==> config.mk <==
export PLATFORM = sky130hd
export DESIGN_NAME = ram_port_arbiter
export DESIGN_NICKNAME = d
export VERILOG_FILES = /design/src/rtl/arb_pkg.sv /design/src/rtl/rr_priority_picker.sv /design/src/rtl/ram_port_arbiter.sv
export SDC_FILE = /design/constraint.sdc
export NUM_CORES = 1
export LEC_CHECK = 0
export CAP_MARGIN = 40
export CORE_AREA = 3 3 158 160
export DETAILED_ROUTE_END_ITERATION = 12
export DIE_AREA = 0 0 161 163
export PLACE_DENSITY = 0.53
export SLEW_MARGIN = 20
export SYNTH_ARGS = -nofsm -noshare
export SYNTH_HDL_FRONTEND = slang
export SYNTH_SLANG_ARGS = --single-unit
export TNS_END_PERCENT = 10
==> constraint.sdc <==
create_clock -name clk -period 5.2 [get_ports clk]
set_clock_uncertainty 0.15 [all_clocks]
set_input_delay 1.04 -clock clk [delete_from_list [all_inputs] [get_ports clk]]
set_output_delay 1.04 -clock clk [all_outputs]
set_load 0.01 [all_outputs]
==> src/rtl/arb_pkg.sv <==
// Shared types and default sizing for the RAM port arbiter.
package arb_pkg;

  typedef enum logic {
    IDLE = 1'b0,
    BUSY = 1'b1
  } arb_state_e;

  localparam int DEF_NUM_CORES = 4;
  localparam int DEF_ADDR_W    = 32;
  localparam int DEF_DATA_W    = 32;
  localparam int DEF_TIMEOUT   = 256;

  // Width of a core index; never below one bit.
  function automatic int idx_w(input int n);
    return (n > 1) ? $clog2(n) : 1;
  endfunction

endpackage

==> src/rtl/rr_priority_picker.sv <==
// Round-robin picker: first request found searching upward from last_owner+1.
module rr_priority_picker
  import arb_pkg::*;
#(
  parameter int N = DEF_NUM_CORES,
  localparam int IW = idx_w(N)
) (
  input  logic [N-1:0]  req,
  input  logic [IW-1:0] last_owner,
  output logic [N-1:0]  winner,
  output logic          found
);

  always_comb begin
    logic [IW-1:0] idx;
    idx    = '0;
    winner = '0;
    found  = 1'b0;
    // Offset N wraps back to last_owner itself, so it is considered last.
    for (int k = 1; k <= N; k++) begin
      idx = IW'((int'(last_owner) + k) % N);
      if (!found && req[idx]) begin
        winner[idx] = 1'b1;
        found       = 1'b1;
      end
    end
  end

endmodule

==> src/rtl/ram_port_arbiter.sv <==
// Round-robin arbiter sharing one RAM port among NUM_CORES cores.
// Define ARB_TIMEOUT_EN to revoke grants held for TIMEOUT cycles.
module ram_port_arbiter
  import arb_pkg::*;
#(
  parameter int NUM_CORES = DEF_NUM_CORES,
  parameter int ADDR_W    = DEF_ADDR_W,
  parameter int DATA_W    = DEF_DATA_W,
  parameter int TIMEOUT   = DEF_TIMEOUT
) (
  input  logic                             clk,
  input  logic                             rst_n,
  input  logic [NUM_CORES-1:0]             core_req,
  input  logic [NUM_CORES-1:0]             core_valid,
  input  logic [NUM_CORES-1:0]             core_we,
  input  logic [NUM_CORES-1:0][ADDR_W-1:0] core_addr,
  input  logic [NUM_CORES-1:0][DATA_W-1:0] core_wdata,
  output logic [NUM_CORES-1:0]             core_gnt,
  output logic [DATA_W-1:0]                core_rdata,
  output logic [NUM_CORES-1:0]             core_rvalid,
  output logic                             ram_en,
  output logic                             ram_we,
  output logic [ADDR_W-1:0]                ram_addr,
  output logic [DATA_W-1:0]                ram_wdata,
  input  logic [DATA_W-1:0]                ram_rdata,
  output logic                             timeout_err
);

  localparam int IW = idx_w(NUM_CORES);

  arb_state_e           state_q;
  logic [NUM_CORES-1:0] gnt_q;
  logic [NUM_CORES-1:0] rvalid_q;
  logic [IW-1:0]        last_owner_q;

  logic [NUM_CORES-1:0] pick_req;
  logic [NUM_CORES-1:0] pick_gnt;
  logic                 pick_found;
  logic [IW-1:0]        pick_idx;
  logic                 owner_req;
  logic                 revoke;

  assign owner_req = |(gnt_q & core_req);

  rr_priority_picker #(
    .N(NUM_CORES)
  ) u_picker (
    .req        (pick_req),
    .last_owner (last_owner_q),
    .winner     (pick_gnt),
    .found      (pick_found)
  );

  always_comb begin
    pick_idx = '0;
    for (int k = 0; k < NUM_CORES; k++) begin
      if (pick_gnt[k]) pick_idx = IW'(k);
    end
  end

`ifdef ARB_TIMEOUT_EN
  localparam int CW = $clog2(TIMEOUT + 1);

  logic [CW-1:0]        hold_q, hold_d;
  logic [NUM_CORES-1:0] blk_q, blk_d;
  logic                 timeout_err_q;

  // hold_q counts completed edges under the current grant.
  assign revoke   = (state_q == BUSY) && owner_req && (hold_q == CW'(TIMEOUT - 1));
  assign pick_req = core_req & ~blk_q & ~(gnt_q & {NUM_CORES{revoke}});

  always_comb begin
    hold_d = '0;
    if ((state_q == BUSY) && owner_req && !revoke) hold_d = hold_q + 1'b1;
    // A revoked core stays barred until it lets go of its request.
    blk_d = (blk_q | (gnt_q & {NUM_CORES{revoke}})) & core_req;
  end

  always_ff @(posedge clk or negedge rst_n) begin
    if (!rst_n) begin
      hold_q        <= '0;
      blk_q         <= '0;
      timeout_err_q <= 1'b0;
    end else begin
      hold_q        <= hold_d;
      blk_q         <= blk_d;
      timeout_err_q <= revoke;
    end
  end

  assign timeout_err = timeout_err_q;
`else
  assign revoke      = 1'b0;
  assign pick_req    = core_req;
  assign timeout_err = 1'b0;
`endif

  always_ff @(posedge clk or negedge rst_n) begin
    if (!rst_n) begin
      state_q      <= IDLE;
      gnt_q        <= '0;
      rvalid_q     <= '0;
      last_owner_q <= IW'(NUM_CORES - 1);
    end else begin
      // Read return follows the requester even if the grant moves now.
      rvalid_q <= (ram_en && !ram_we) ? gnt_q : '0;
      case (state_q)
        IDLE: begin
          if (pick_found) begin
            state_q      <= BUSY;
            gnt_q        <= pick_gnt;
            last_owner_q <= pick_idx;
          end
        end
        BUSY: begin
          if (!owner_req || revoke) begin
            if (pick_found) begin
              gnt_q        <= pick_gnt;
              last_owner_q <= pick_idx;
            end else begin
              state_q <= IDLE;
              gnt_q   <= '0;
            end
          end
        end
        default: begin
          state_q <= IDLE;
          gnt_q   <= '0;
        end
      endcase
    end
  end

  // One-hot AND-OR mux; an all-zero grant drives the RAM port to zero.
  logic [NUM_CORES-1:0]             en_terms;
  logic [NUM_CORES-1:0]             we_terms;
  logic [NUM_CORES-1:0][ADDR_W-1:0] addr_terms;
  logic [NUM_CORES-1:0][DATA_W-1:0] wdata_terms;

  for (genvar gi = 0; gi < NUM_CORES; gi++) begin : g_mux
    assign en_terms[gi]    = gnt_q[gi] & core_valid[gi];
    assign we_terms[gi]    = gnt_q[gi] & core_we[gi];
    assign addr_terms[gi]  = gnt_q[gi] ? core_addr[gi]  : '0;
    assign wdata_terms[gi] = gnt_q[gi] ? core_wdata[gi] : '0;
  end

  always_comb begin
    ram_addr  = '0;
    ram_wdata = '0;
    for (int k = 0; k < NUM_CORES; k++) begin
      ram_addr  = ram_addr  | addr_terms[k];
      ram_wdata = ram_wdata | wdata_terms[k];
    end
  end

  assign ram_en      = |en_terms;
  assign ram_we      = |we_terms;
  assign core_gnt    = gnt_q;
  assign core_rvalid = rvalid_q;
  assign core_rdata  = ram_rdata;

endmodule

# After elaboration in Yosys (flattened, before gate mapping)

Cells that the tools add are included.

Reductions and logical operators: 16
Add/sub/neg operators: 4
Magnitude comparators: 8
Mux-type cells: 46
Equal/unequal tests: 2
Bitwise operators: 19

Operators by type and width:

| cell                                                                          | count |
|---|---|
| 32-bit 2-to-1 mux                                                             | 8 |
| 32-bit bitwise OR                                                             | 6 |
| 4-bit 2-to-1 mux                                                              | 8 |
| 1-bit 2-to-1 mux                                                              | 15 |
| 2-bit by 3-bit less-than comparator with 1-bit output (second input constant) | 4 |
| 4-bit bitwise OR                                                              | 3 |
| 4-bit OR reduction                                                            | 3 |
| 1-bit bitwise AND                                                             | 8 |
| 1-bit binary-select mux with 2-bit select                                     | 4 |
| 1-bit demux with 2-bit select                                                 | 4 |
| 2-bit by 1-bit >= comparator with 1-bit output (second input constant)        | 4 |
| 1-bit logical AND                                                             | 8 |
| 2-bit 2-to-1 mux                                                              | 4 |
| 4-bit one-hot mux with 2 select lines                                         | 1 |
| 2-bit by 1-bit adder with 2-bit output (second input constant)                | 2 |
| 2-bit adder (second input constant)                                           | 2 |
| 4-bit bitwise AND                                                             | 1 |
| 1-bit zero test                                                               | 4 |
| 2-bit inequality test (second input constant)                                 | 2 |
| 2-bit one-hot mux with 2 select lines                                         | 1 |
| 1-bit one-hot mux with 2 select lines                                         | 1 |
| 2-bit AND reduction                                                           | 1 |
| 1-bit inverter                                                                | 1 |

Logic and storage cells: 99
Flip-flop bits (word level): 11
Output and inout port bits: 107
Input bits: 302

# Depth between registers and ports, before layout

Gate-level depths: netlist of the first run.

Depth after elaboration: 19
Mapped depth: 9
Mapped depth without buffers: 8

# Cells and area by module

From an unflattened synthesis of the first run, not the netlist that was laid out.

Cells, all modules: 345
Area, all modules: 2489.9 um2

By module, submodules not included:

| module             | area an instance (um2) | instances | seq. area each (um2) | cells each |
|---|---|---|---|---|
| ram_port_arbiter   | 2074.5                 | 1         | 277.8                | 297 |
| rr_priority_picker | 415.4                  | 1         | 0.0                  | 48 |

# Least setup slack after synthesis of the first run

No wires, ideal clock.

Path type: input -> register
From: input port core_req[1]
To: register gnt_q[3], in the netlist core_gnt[3]
Data arrival time: 2363 ps
Path slack: 2566 ps
Stages: 6
Required time: 4929 ps
Buffers on the path: 1
Setup time: 121 ps
Path through: buf_6 > mux4_2 > a31o_1 > a221oi_2 > o2bb2ai_1 > a22o_1

Word-level cells in the longest chain between the ends: 15
Elaborated cells on any way between the ends: 34
Classes of those cells: 2 x eq/ne; 20 x mux; 4 x bitwise; 8 x reduce/logical

Ends and longest elaborated chain:

| what                                                 | RTL line                 | source |
|---|---|---|
| start: declaration                                   | ram_port_arbiter.sv:13   | `input logic [NUM_CORES-1:0] core_req,` |
| 1-bit binary-select mux with 2-bit select            | rr_priority_picker.sv:22 | `if (!found && req[idx]) begin` |
| 1-bit 2-to-1 mux (not written as such)               | rr_priority_picker.sv:22 |  |
| 1-bit 2-to-1 mux                                     | rr_priority_picker.sv:22 |  |
| 1-bit zero test                                      | rr_priority_picker.sv:22 |  |
| 1-bit logical AND                                    | rr_priority_picker.sv:22 |  |
| 1-bit 2-to-1 mux                                     | rr_priority_picker.sv:22 |  |
| 1-bit zero test                                      | rr_priority_picker.sv:22 |  |
| 1-bit logical AND                                    | rr_priority_picker.sv:22 |  |
| 1-bit 2-to-1 mux                                     | rr_priority_picker.sv:22 |  |
| 1-bit zero test                                      | rr_priority_picker.sv:22 |  |
| 1-bit logical AND                                    | rr_priority_picker.sv:22 |  |
| 4-bit 2-to-1 mux or 1-bit 2-to-1 mux (tied branches) | rr_priority_picker.sv:22 |  |
| 4-bit 2-to-1 mux                                     | ram_port_arbiter.sv:117  | `if (pick_found) begin` |
| 4-bit 2-to-1 mux                                     | ram_port_arbiter.sv:116  | `if (!owner_req \|\| revoke) begin` |
| 4-bit one-hot mux with 2 select lines                | ram_port_arbiter.sv:107  | `case (state_q)` |
| end signal: assignment                               | ram_port_arbiter.sv:111  | `gnt_q <= pick_gnt;` |
| end signal: assignment                               | ram_port_arbiter.sv:118  | `gnt_q <= pick_gnt;` |
| end: declaration                                     | ram_port_arbiter.sv:32   | `logic [NUM_CORES-1:0] gnt_q;` |

Several ways; a longest one is shown, not always the timed one. The select of a mux whose other input is x is not followed.
A chain may end at the register's enable or synchronous reset.

# Worst setup path after layout of the first run

From: input port core_valid[0]
To: output port ram_en

Word-level cells in the longest chain between the ends: 2

Ends and longest elaborated chain:

| what               | RTL line                | source |
|---|---|---|
| start: declaration | ram_port_arbiter.sv:14  | `input logic [NUM_CORES-1:0] core_valid,` |
| 1-bit bitwise AND  | ram_port_arbiter.sv:141 | `assign en_terms[gi] = gnt_q[gi] & core_valid[gi];` |
| 4-bit OR reduction | ram_port_arbiter.sv:156 | `assign ram_en = \|en_terms;` |
| end: declaration   | ram_port_arbiter.sv:21  | `output logic ram_en,` |

No other way between the ends.

==> metrics.cfg, run 1 <==
[run_status]
outcome = finished, final reports clean

[grt]
grt_pass1_wl_um = 23700
grtUsageTotal = 0.113
grt_max_degree = 38
grt_pass1_vias = 3935
use_met1 = 0.140
grt.busiest_layer = met2
grt_antenna_before_repair = 0
grt_overflow_total = 0
use_met2 = 0.194
use_met3 = 0.0409

[die]
ios = 409
coreArea_um2 = 23500
die_height_um = 163
start_util = 0.105
die_area_um2 = 26200
fp-row-count = 56
die_w_um = 161

[synthesis]
synth_nets = 665
ys_seq_elements = 11
synth_simple_gate_area_frac = 0.172
synthMuxAreaShare = 0.0344
synth_cells = 355
synth_top_family_by_area = compound AO/OA/AOI/OAI gates
synth-compound-area-share = 0.477
avgSynthCellArea_um2 = 6.97
synth-xor-area-share = 0
synth_fa_ha_area_frac = 0.0405
synth_edf_count = 0
synth_flop_cell = dfrtp_1
async_flop_share = 1.00
synthDistinctLibCells = 38
yosysWarnings = 0
synth_area_um2 = 2470
ys_seq_area_frac = 0.112

[sta]
fin_tns_setup_ns = 0
relSlewSlack = 0.457
finalCriticalPeriod_ns = 3.68
setup_violations = 0
rsz0062_at_grt = false
min_period_over_period = 0.707
report.final.slew_viol_count = 0
hold_viol_final = 0
timing.fmax_mhz = 272
worst_pin_slew_ns = 0.814

[clocking]
clock_latency_ns = 0.24
htreeDepth = 1
cts_tree = done
ctsRootBufferMaster = clkbuf_16
postCtsHoldBufs = 0
path_clk_slew_ns = 0.04
post_cts_buffers = 0
cts_made_buffers = 3
post_cts_resize_count = 0
cts_sinks = 11
clockBufferDepth = 2

[worst_setup_path]
critPathLaunchType = input port
critPathArrivalTime_ns = 2.49
cp-end-kind = output port
required_ns = 4.01
worstSetupPathType = input port to output port
cp_max_fo = 2

[routing]
drc = 0
num_vias = 3934
ant_nets = 0
first_iter_violations = 225
first_pass_iters = 4
wire_per_inst_um = 17.2
routed_via_density = 4.10
drt-total-wl_um = 16500

[place]
gp_congestion = 0.765
io_buffer_count = 343
dp_hpwl_um = 13500

[run]
drv_cap = 0

[final_layout]
antennaDiodeCount = 0
final_cell_mix = 343 x clkdlybuf4s50_1, 132 x a22oi_1, 71 x nand2_1
nets = 951
area_growth_pct = 145
final_common_cell = clkdlybuf4s50_1
drive_gt1_frac = 0.0313
finish.utilization = 0.257

[power_and_ir_drop]
p_leak_uw = 0.00231
max-vdd-ir-drop_v = 0.000157
power.density_nw_per_um2 = 413

[worst_hold_path]
hold_class = flop to flop

-- layout make-up --
cell class / count / area [um2]
tap: 319 / 399
fill: 2594 / 17500
sequential: 11 / 283
clock buffer: 4 / 78.8
multi-input combinational: 273 / 1800
inverter: 2 / 7.51
timing repair buffer: 350 / 3500
-- power by group --
group | switching (uW) | internal, uW
sequential | 146 | 128
clock | 39.5 | 103
combinational | 964 | 1120
total | 1150 | 1350
-- final timing paths --
| path | end | slack [ns] | start | depth (start not counted) |
|---|---|---|---|---|
| hold reg to reg | last_owner_q[0]$_DFFE_PN1P_ | 0.55 | last_owner_q[0]$_DFFE_PN1P_ | 2 |
| max in group asynchronous | core_gnt[2]$_DFFE_PN0P_ | 3.50 | rst_n | 1 |
| setup / recovery | ram_en | 1.52 | core_valid[0] | 4 |
| hold / removal | last_owner_q[0]$_DFFE_PN1P_ | 0.55 | last_owner_q[0]$_DFFE_PN1P_ | 2 |
| min in group asynchronous | core_rvalid[1]$_DFF_PN0_ | 1.00 | rst_n | 1 |
| setup reg to reg | core_gnt[3]$_DFFE_PN0P_ | 2.37 | last_owner_q[0]$_DFFE_PN1P_ | 7 |
-- cell usage after synthesis, drive strengths merged, types with 4 or more instances --
cell | number | area share
nor2 | 5 | 0.0076
clkbuf | 27 | 0.041
ha | 8 | 0.040
a22oi | 132 | 0.40
a22o | 4 | 0.014
buf | 42 | 0.12
nand2b | 4 | 0.010
nand2 | 71 | 0.11
and2 | 5 | 0.013
mux2i | 4 | 0.016
o22ai | 4 | 0.010
o21ai | 5 | 0.010
dfrtp | 9 | 0.091
-- logic make-up after synthesis --
| group | Yosys count |
|---|---|
| AOI/OAI and AO/OA | 158 |
| and+or+nand+nor | 99 |
| buffers and inverters | 71 |
| DFF | 11 |
| adders and majority gates | 8 |
| muxes | 7 |
| other | 1 |
-- critical path, cell delays in order --
cell and delay (ns):
clkdlybuf4s50_1 0.40, a22oi_1 0.36, nand2_1 0.16, clkdlybuf4s50_1 0.52
-- layer usage --
metal  up-vias  wire [um]
met5         -          0
met4         0        149
met3        16       1780
met2       227       7930
met1      1793       6640
li1       1898          -
-- state kept, by name (all words and copies together) (netlist names) --
register,count
core_rvalid,4
state_q,1
core_gnt,4
last_owner_q,2
-- stage by stage --
step | cells | worst slack, ns | power [uW] | instance area (um2) | hold slack [ns]
2_1_floorplan | 355 | 2.57 | 1270 | 2470 | 0.479
3_3_place_gp | 955 | 1.51 | 2390 | 5980 | 0.546
3_5_place_dp | 955 | 1.50 | 2380 | 5980 | 0.538
4_1_cts | 959 | 1.49 | 2530 | 6060 | 0.553
5_1_grt | 959 | 1.44 | 2710 | 6060 | 0.609
6_report | 959 | 1.52 | 2500 | 6060 | 0.547
No activity file was read; power rests on OpenSTA's default activity.
==> inputs of run 2 (changes only) <==
--- a/config.mk
+++ b/config.mk
@@ -9,7 +9,7 @@
 export CORE_AREA = 3 3 158 160
 export DETAILED_ROUTE_END_ITERATION = 12
 export DIE_AREA = 0 0 161 163
-export PLACE_DENSITY = 0.53
+export PLACE_DENSITY = 0.54
 export SLEW_MARGIN = 20
 export SYNTH_ARGS = -nofsm -noshare
 export SYNTH_HDL_FRONTEND = slang
==> constraint.sdc (replaced) <==
create_clock -name clk -period 3.3 [get_ports clk]
set_clock_uncertainty 0.15 [all_clocks]
set_input_delay 0.66 -clock clk [delete_from_list [all_inputs] [get_ports clk]]
set_output_delay 0.66 -clock clk [all_outputs]
set_load 0.01 [all_outputs]
==> metrics.cfg, run 2 (synthesis results as in run 1) <==
[run_status]
outcome = finished, final reports clean

[worst_setup_path]
critPathArrivalTime_ns = 2.06
r2r_slack_ns = 0.59
slowest_delay_ns = 0.68
critPathLaunchType = flop
crit_path_top_delay_cell = dfrtp_2
worstSetupPathType = flop to output port
crit_chain = buf_12 -> a22oi_1 -> nand2_1 -> clkdlybuf4s50_1
cp-end-kind = output port
required_ns = 2.49
cp_max_fo = 37

[die]
die_height_um = 163
ios = 409
die_area_um2 = 26200
fp-row-count = 56
die_w_um = 161
start_util = 0.105
coreArea_um2 = 23500

[routing]
routed_via_density = 4.07
drc = 0
first_iter_violations = 258
num_vias = 3909
ant_nets = 0
first_pass_iters = 4
drt-total-wl_um = 16500
wire_per_inst_um = 17.2

[final_layout]
final_cell_mix = 343 x clkdlybuf4s50_1, 132 x a22oi_1, 71 x nand2_1
drive_gt1_frac = 0.0343
antennaDiodeCount = 0
finish.utilization = 0.259
area_growth_pct = 147
nets = 953
regArea_um2 = 283
multiInputGateArea_um2 = 1800
fillers = 2619
final_common_cell = clkdlybuf4s50_1

[power_and_ir_drop]
max-vdd-ir-drop_v = 0.000266
finalPower_uw = 3990
p_leak_uw = 0.00232
power.density_nw_per_um2 = 653

[grt]
grt_max_degree = 71
grtUsageTotal = 0.114
grt_antenna_before_repair = 0
grt_pass1_wl_um = 23800
grt_overflow_total = 0
grt_pass1_vias = 4077

[sta]
report.final.slew_viol_count = 0
fin_tns_setup_ns = 0
min_period_over_period = 0.869
rsz0062_at_grt = false
timing.fmax_mhz = 349
setup_violations = 0
relSlewSlack = 0.650
finalCriticalPeriod_ns = 2.87
worst_pin_slew_ns = 0.524
hold_viol_final = 0

[clocking]
cts_made_buffers = 3
postCtsHoldBufs = 0
post_cts_buffers = 0
clock_latency_ns = 0.23
ctsRootBufferMaster = clkbuf_16
post_cts_resize_count = 0
cts_sinks = 11
cts_tree = done
htreeDepth = 1
clockBufferDepth = 2
path_clk_slew_ns = 0.04

[place]
gp_congestion = 0.784
dp_hpwl_um = 13500
io_buffer_count = 343

[run]
drv_cap = 0

[worst_hold_path]
hold_class = flop to flop

## run 2: changes by cell type in the layout (fill, tap and decap cells not counted)
cell,change
buf_12,+2
## run 2: where the power goes
| group | switching, uW | internal (uW) |
|---|---|---|
| combinational | 1630 | 1810 |
| sequential | 129 | 202 |
| clock | 56.1 | 162 |
| total | 1810 | 2170 |
## run 2: final timing paths
kind,start,endpoint,cells past startpoint
setup / recovery,core_gnt[2]$_DFFE_PN0P_,ram_wdata[12],4
hold / removal,last_owner_q[1]$_DFFE_PN1P_,last_owner_q[1]$_DFFE_PN1P_,2
setup reg to reg,last_owner_q[1]$_DFFE_PN1P_,core_gnt[3]$_DFFE_PN0P_,7
hold reg to reg,last_owner_q[1]$_DFFE_PN1P_,last_owner_q[1]$_DFFE_PN1P_,2
max in group asynchronous,rst_n,core_gnt[0]$_DFFE_PN0P_,1
min in group asynchronous,rst_n,core_rvalid[1]$_DFF_PN0_,1
## run 2: critical path, delay by kind of cell, from the launching register on
family	cells	cell delay (ns)
AOI/OAI and AO/OA	1	0.14
buffers and inverters	2	0.84
DFF	1	0.68
and+or+nand+nor	1	0.12
## run 2: layer usage
layer,wire length (um),global-route usage,part of all wire,up-vias
met4,130,0.0117,0.0079,0
met2,7840,0.194,0.47,230
met1,6760,0.144,0.41,1758
met3,1790,0.0415,0.11,16
met5,0,0,0,-
li1,-,-,-,1905
## run 2: per-stage QoR
stage	worst slack [ns]	hold slack (ns)	cell area (um2)	instances
finish	0.432	0.574	6100	961
floorplan	0.802	0.214	2470	355
global route	0.304	0.627	6100	961
CTS	0.408	0.586	6100	961
detailed placement	0.422	0.577	6020	957
global placement	0.458	0.570	6020	957
## run 2: area by class of cell
class                           instances  area share
Timing Repair Buffer                  352       0.580
Sequential cell                        11      0.0463
Clock buffer                            4      0.0129
Tap cell                              319      0.0654
Inverter                                2     0.00123
Multi-Input combinational cell        273       0.294
==> variant 1: new RTL, settings of run 2 <==
Add a define of `ARB_TIMEOUT_EN`.
--- a/src/rtl/ram_port_arbiter.sv
+++ b/src/rtl/ram_port_arbiter.sv
@@ -2,2 +2,4 @@
 // Define ARB_TIMEOUT_EN to revoke grants held for TIMEOUT cycles.
+`define ARB_TIMEOUT_EN
+
 module ram_port_arbiter
Function: no difference found for any inputs over 4 cycles, from zero or initial values and one cycle with rst_n low; that may be too few to reach the edited logic, so the function may still have changed.
==> variant 1 against run 2 <==
  * Largest cell class unchanged
  * Largest power group unchanged
  * Sequential cell count is 14 higher
  * Final area is 12% higher
  * Clock power is 26% higher
  * Critical endpoint is now last_owner_q[0]
  * Worst setup slack worse by 270 ps
  * Hold slack worse by 240 ps
  * Power is 4.6% lower
  * Synthesized area is 23% higher
  * Routed wire length is 14% higher
==> variant 1: results (changes against run 2) <==
[critical_path]
critPathMaxFanout=6  ; was 37
max_stage_delay_ps=410  ; was 680 ps
arrival_ps=3170  ; was 2060 ps
crit_slowest_cell=dfrtp_1  ; was dfrtp_2

[detailed_routing]
drtIter0Drc=289  ; was 258
routedWlPerCell_um=18.6  ; was 17.2 um

[yosys]
synthTopCellsByCount=a22oi_1 (134), nand2_1 (74), buf_4 (33)  ; was a22oi_1 (132), nand2_1 (71), buf_4 (33)
yosysSeqAreaShare_pct=20.6  ; was 11.2%
syn_nets=707  ; was 665
synthDistinctLibCells=42  ; was 38
synth_top_area_share_pct=33.0  ; was 40.1%
synth_area_leaders=a22oi_1 (33%), dfrtp_1 (19%), nand2_1 (9.1%)  ; was a22oi_1 (40%), nand2_1 (11%), buf_4 (10%)

[cells_and_area]
final_nets=1006  ; was 953
drive_above_1_share_pct=6.63  ; was 3.43%

[global_route]
grt_usage_pct=12.8  ; was 11.4%
grt_pass1_wl_um=26500  ; was 23,800 um
met2_usage_pct=22.6  ; was 19.4%
grt_pass1_vias=4265  ; was 4,077
grt_max_degree=40  ; was 71
antenna_found_initial=1  ; was 0

[power_and_ir_drop]
p_leak_uw=0.00266  ; was 0.00232 uW
p_switching_uw=1660  ; was 1810 uW

[clocking]
clock_latency_ps=260  ; was 230 ps
cts_max_level=1  ; unchanged
clkTransAtPathRegs_ps=70  ; was 40 ps

[placed_design]
io_buffers=344  ; was 343
gp_congestion=0.789  ; was 0.784
dp_hpwl_um=15400  ; was 13,500 um
dpl-instance-area_um2=6700  ; was 6020 um^2

[timing]
tightest_slew_ps=368  ; was 524 ps

[outcome]
status=completed  ; unchanged

[variant 1: cell count changes in the layout (fill, tap and decap cells not counted), moves of 3 or more]
cell	delta
a211oi_4	+4
buf_4	+7
dfrtp_1	+14
inv_1	+6
nand2_1	+3
nand2b_1	-3
nand3_1	+3
nor2_1	+9
nor3_1	-3
o22ai_1	-4
xnor2_1	+3
xor2_1	+3
[variant 1: layout make-up]
type                            instances  area [um^2]
Clock inverter                          1         5.00
Timing Repair Buffer                  361         3620
Multi-Input combinational cell        296         2050
Inverter                                8         30.0
Sequential cell                        25          633
Clock buffer                            3         75.1
Antenna cell                            1         2.50
Tap cell                              319          399
Fill cell                            2523        16700
[variant 1: per-stage QoR]
step / std cells / total power [uW] / worst slack [ps]
4_1_cts: 1013 / 3850 / 83.3
6_report: 1014 / 3810 / 165
5_1_grt: 1014 / 4100 / 5.11
2_1_floorplan: 396 / 1890 / 363
3_3_place_gp: 1009 / 3570 / 180
3_5_place_dp: 1009 / 3550 / 83.6
[variant 1: logic make-up (layout without fill, tap and decap cells)]
family | count (synthesis) | count (layout) | share of synthesized area [%]
fa+ha+maj | 9 | 9 | 3.69
simple gates | 113 | 113 | 16.2
other cells | 0 | 1 | 0
buf+inv | 75 | 373 | 13.3
xor+xnor | 6 | 6 | 1.72
mux | 7 | 7 | 3.20
compound gates | 161 | 161 | 41.3
flops | 25 | 25 | 20.6
[variant 1: worst register-to-register path, delay by kind of cell, from the launching register on]
kind / cells / cell delay, ps
and+or+nand+nor: 6 / 1110
DFF: 1 / 410
adders and majority gates: 2 / 420
AOI/OAI and AO/OA: 4 / 820
muxes: 1 / 140
[variant 1: worst paths after layout]
check                      cells after the start  slack (ps)               to       from
max in group asynchronous                      2        2080  last_owner_q[1]      rst_n
min                                            1         340        hold_q[0]  hold_q[0]
max                                           13         160  last_owner_q[0]  hold_q[0]
min in group asynchronous                      2         620         blk_q[2]      rst_n
max reg2reg                                   13         160  last_owner_q[0]  hold_q[0]
min reg2reg                                    1         340        hold_q[0]  hold_q[0]
[variant 1: power groups by stage]
stage	registers [uW]	logic (uW)	clock network, uW
floorplan	425	1460	0
global placement	506	3070	0
finish	497	3030	274
global route	516	3280	298
detailed placement	505	3040	0
CTS	502	3060	289
[variant 1: layer usage]
metal | up-vias | share of wire, %
li1 | 2055 | -
met2 | 193 | 50
met4 | 0 | 0.87
met3 | 12 | 7.8
met1 | 1955 | 41
met5 | - | 0
==> variant 2: new RTL, config.mk and constraints of run 2 <==
Without the edit above. Set the package constant `DEF_DATA_W` to 24 (it was 32).
--- a/src/rtl/arb_pkg.sv
+++ b/src/rtl/arb_pkg.sv
@@ -10,3 +10,3 @@
   localparam int DEF_ADDR_W    = 32;
-  localparam int DEF_DATA_W    = 32;
+  localparam int DEF_DATA_W    = 24;
   localparam int DEF_TIMEOUT   = 256;
Ports: changed (resized core_rdata, core_wdata, ram_rdata and ram_wdata); port bits go from 409 to 353. No check against the original RTL was run, so the function may have changed too.
==> variant 2 against run 2 <==
  * Fmax down 1.8%
  * Worst setup slack worse by 54 ps
  * Synthesized area down 9.1%
  * Routed wire length down 5.6%
  * Final area down 8.7%
  * Hold slack worse by 2.6 ps
  * Power down 6.8%
  * Critical path depth unchanged
  * Sequential cell count unchanged
  * Combinational power down 8.7%
  * Non-clock buffer count down 39
  * Critical path type unchanged
  * Critical endpoint is now ram_we
  * Largest power group unchanged
  * Highest routed layer unchanged
==> variant 2: results (changes against run 2) <==
[yosys]
synthTopCellsByCount=a22oi_1 (116), nand2_1 (63), buf_4 (25), clkbuf_1 (25), dfrtp_1 (9)  ; was a22oi_1 (132), nand2_1 (71), buf_4 (33)
yosysSeqAreaShare_pct=12.4  ; was 11.2%
syn_inst=319  ; was 355
muxShareOfSynthArea_pct=3.78  ; was 3.44%
synth_area_leaders=a22oi_1 (39%), nand2_1 (11%), dfrtp_1 (10%)  ; was a22oi_1 (40%), nand2_1 (11%), buf_4 (10%)
netlist_area_um2=2250  ; was 2470 um^2
synth_compound_area_share_pct=47.1  ; was 47.7%
yosys.area_share.xor_xnor_pct=0  ; unchanged
synthDistinctLibCells=38  ; unchanged
syn_nets=589  ; was 665
yosys.area_share.adder_pct=4.45  ; was 4.05%

[global_route]
grt_pass1_wl_um=22200  ; was 23,800 um
grt_max_degree=38  ; was 71
grt_usage_pct=10.7  ; was 11.4%
antenna_found_initial=0  ; unchanged

[cells_and_area]
final_nets=850  ; was 953
final_cells=898  ; was 961
fillers=2600  ; was 2,619
drive_above_1_share_pct=3.97  ; was 3.43%

[critical_path]
critPathMaxFanout=28  ; was 37
arrival_ps=2110  ; was 2060 ps

[hold_path]
worstHoldPathType=reg2reg  ; unchanged

[detailed_routing]
drtIter0Drc=198  ; was 258
routedWlPerCell_um=17.4  ; was 17.2 um
vias=3618  ; was 3,909

[outcome]
status=completed  ; unchanged

[placed_design]
gp_congestion=0.779  ; was 0.784
dp.cells=894  ; was 957
io_buffers=303  ; was 343
dp_hpwl_um=12400  ; was 13,500 um

[power_and_ir_drop]
p_leak_uw=0.00211  ; was 0.00232 uW
worst_ir_drop_vdd_mv=0.304  ; was 0.266 mV

[timing]
tightest_slew_ps=629  ; was 524 ps

==> variant 2: cell count changes after synthesis, sizes merged <==
cell / before / now
a22oi: 132 / 116
buf: 42 / 32
nand2: 71 / 63
clkbuf: 27 / 25
==> variant 2: metrics by stage <==
step	instance area, um^2	total power [uW]	setup WS, ps	hold WS (ps)
after floorplan	2250	1840	802	214
after global placement	5490	3520	431	557
after detailed placement	5490	3510	451	567
after CTS	5570	3750	305	574
after global routing	5570	4010	254	608
final	5570	3720	378	571
==> variant 2: path summary, 6_finish.rpt <==
path / cells after the start / slack, ps / from / end
max in group asynchronous: 1 / 1960 / rst_n / core_gnt[0]
worst max register to register: 7 / 630 / last_owner_q[1] / core_gnt[3]
worst min-delay path: 2 / 570 / last_owner_q[1] / last_owner_q[1]
worst min register to register: 2 / 570 / last_owner_q[1] / last_owner_q[1]
worst max-delay path: 4 / 380 / core_gnt[0] / ram_we
min in group asynchronous: 1 / 630 / rst_n / core_rvalid[3]
==> variant 2: metal layers <==
metal / part of all wire (%) / global-route usage, % / vias up
li1: - / - / 1719
met1: 41 / 13.3 / 1709
met2: 50 / 18.8 / 170
met3: 7.7 / 3.05 / 20
met4: 1.5 / 1.60 / 0
met5: 0 / 0 / -
==> variant 2: worst max-delay path: stages (launching register included) <==
cell	delay, ps
dfrtp_2	740
buf_12	270
a22oi_1	110
nand2_1	170
clkdlybuf4s50_1	570
==> variant 2: cell families after synthesis <==
logic type | count (synthesis)
flip-flops | 11
multiplexers | 7
other | 1
AO/OA/AOI/OAI | 142
buffers and inverters | 59
AND/OR/NAND/NOR | 91
adder cells (fa/ha/maj) | 8
==> variant 2: area by class of cell <==
type | instances | share of cell area (%)
flip-flops and latches | 11 | 5.08
inverters | 2 | 0.135
repair buffers | 313 | 56.7
multi-input cells | 249 | 29.5
well taps | 319 | 7.16
clock buffers | 4 | 1.41
==> variant 2: where the power goes <==
group          internal (uW)  switching (uW)  total, uW
logic                   1660            1480       3140
clock network            163            62.3        225
registers                201             154        354
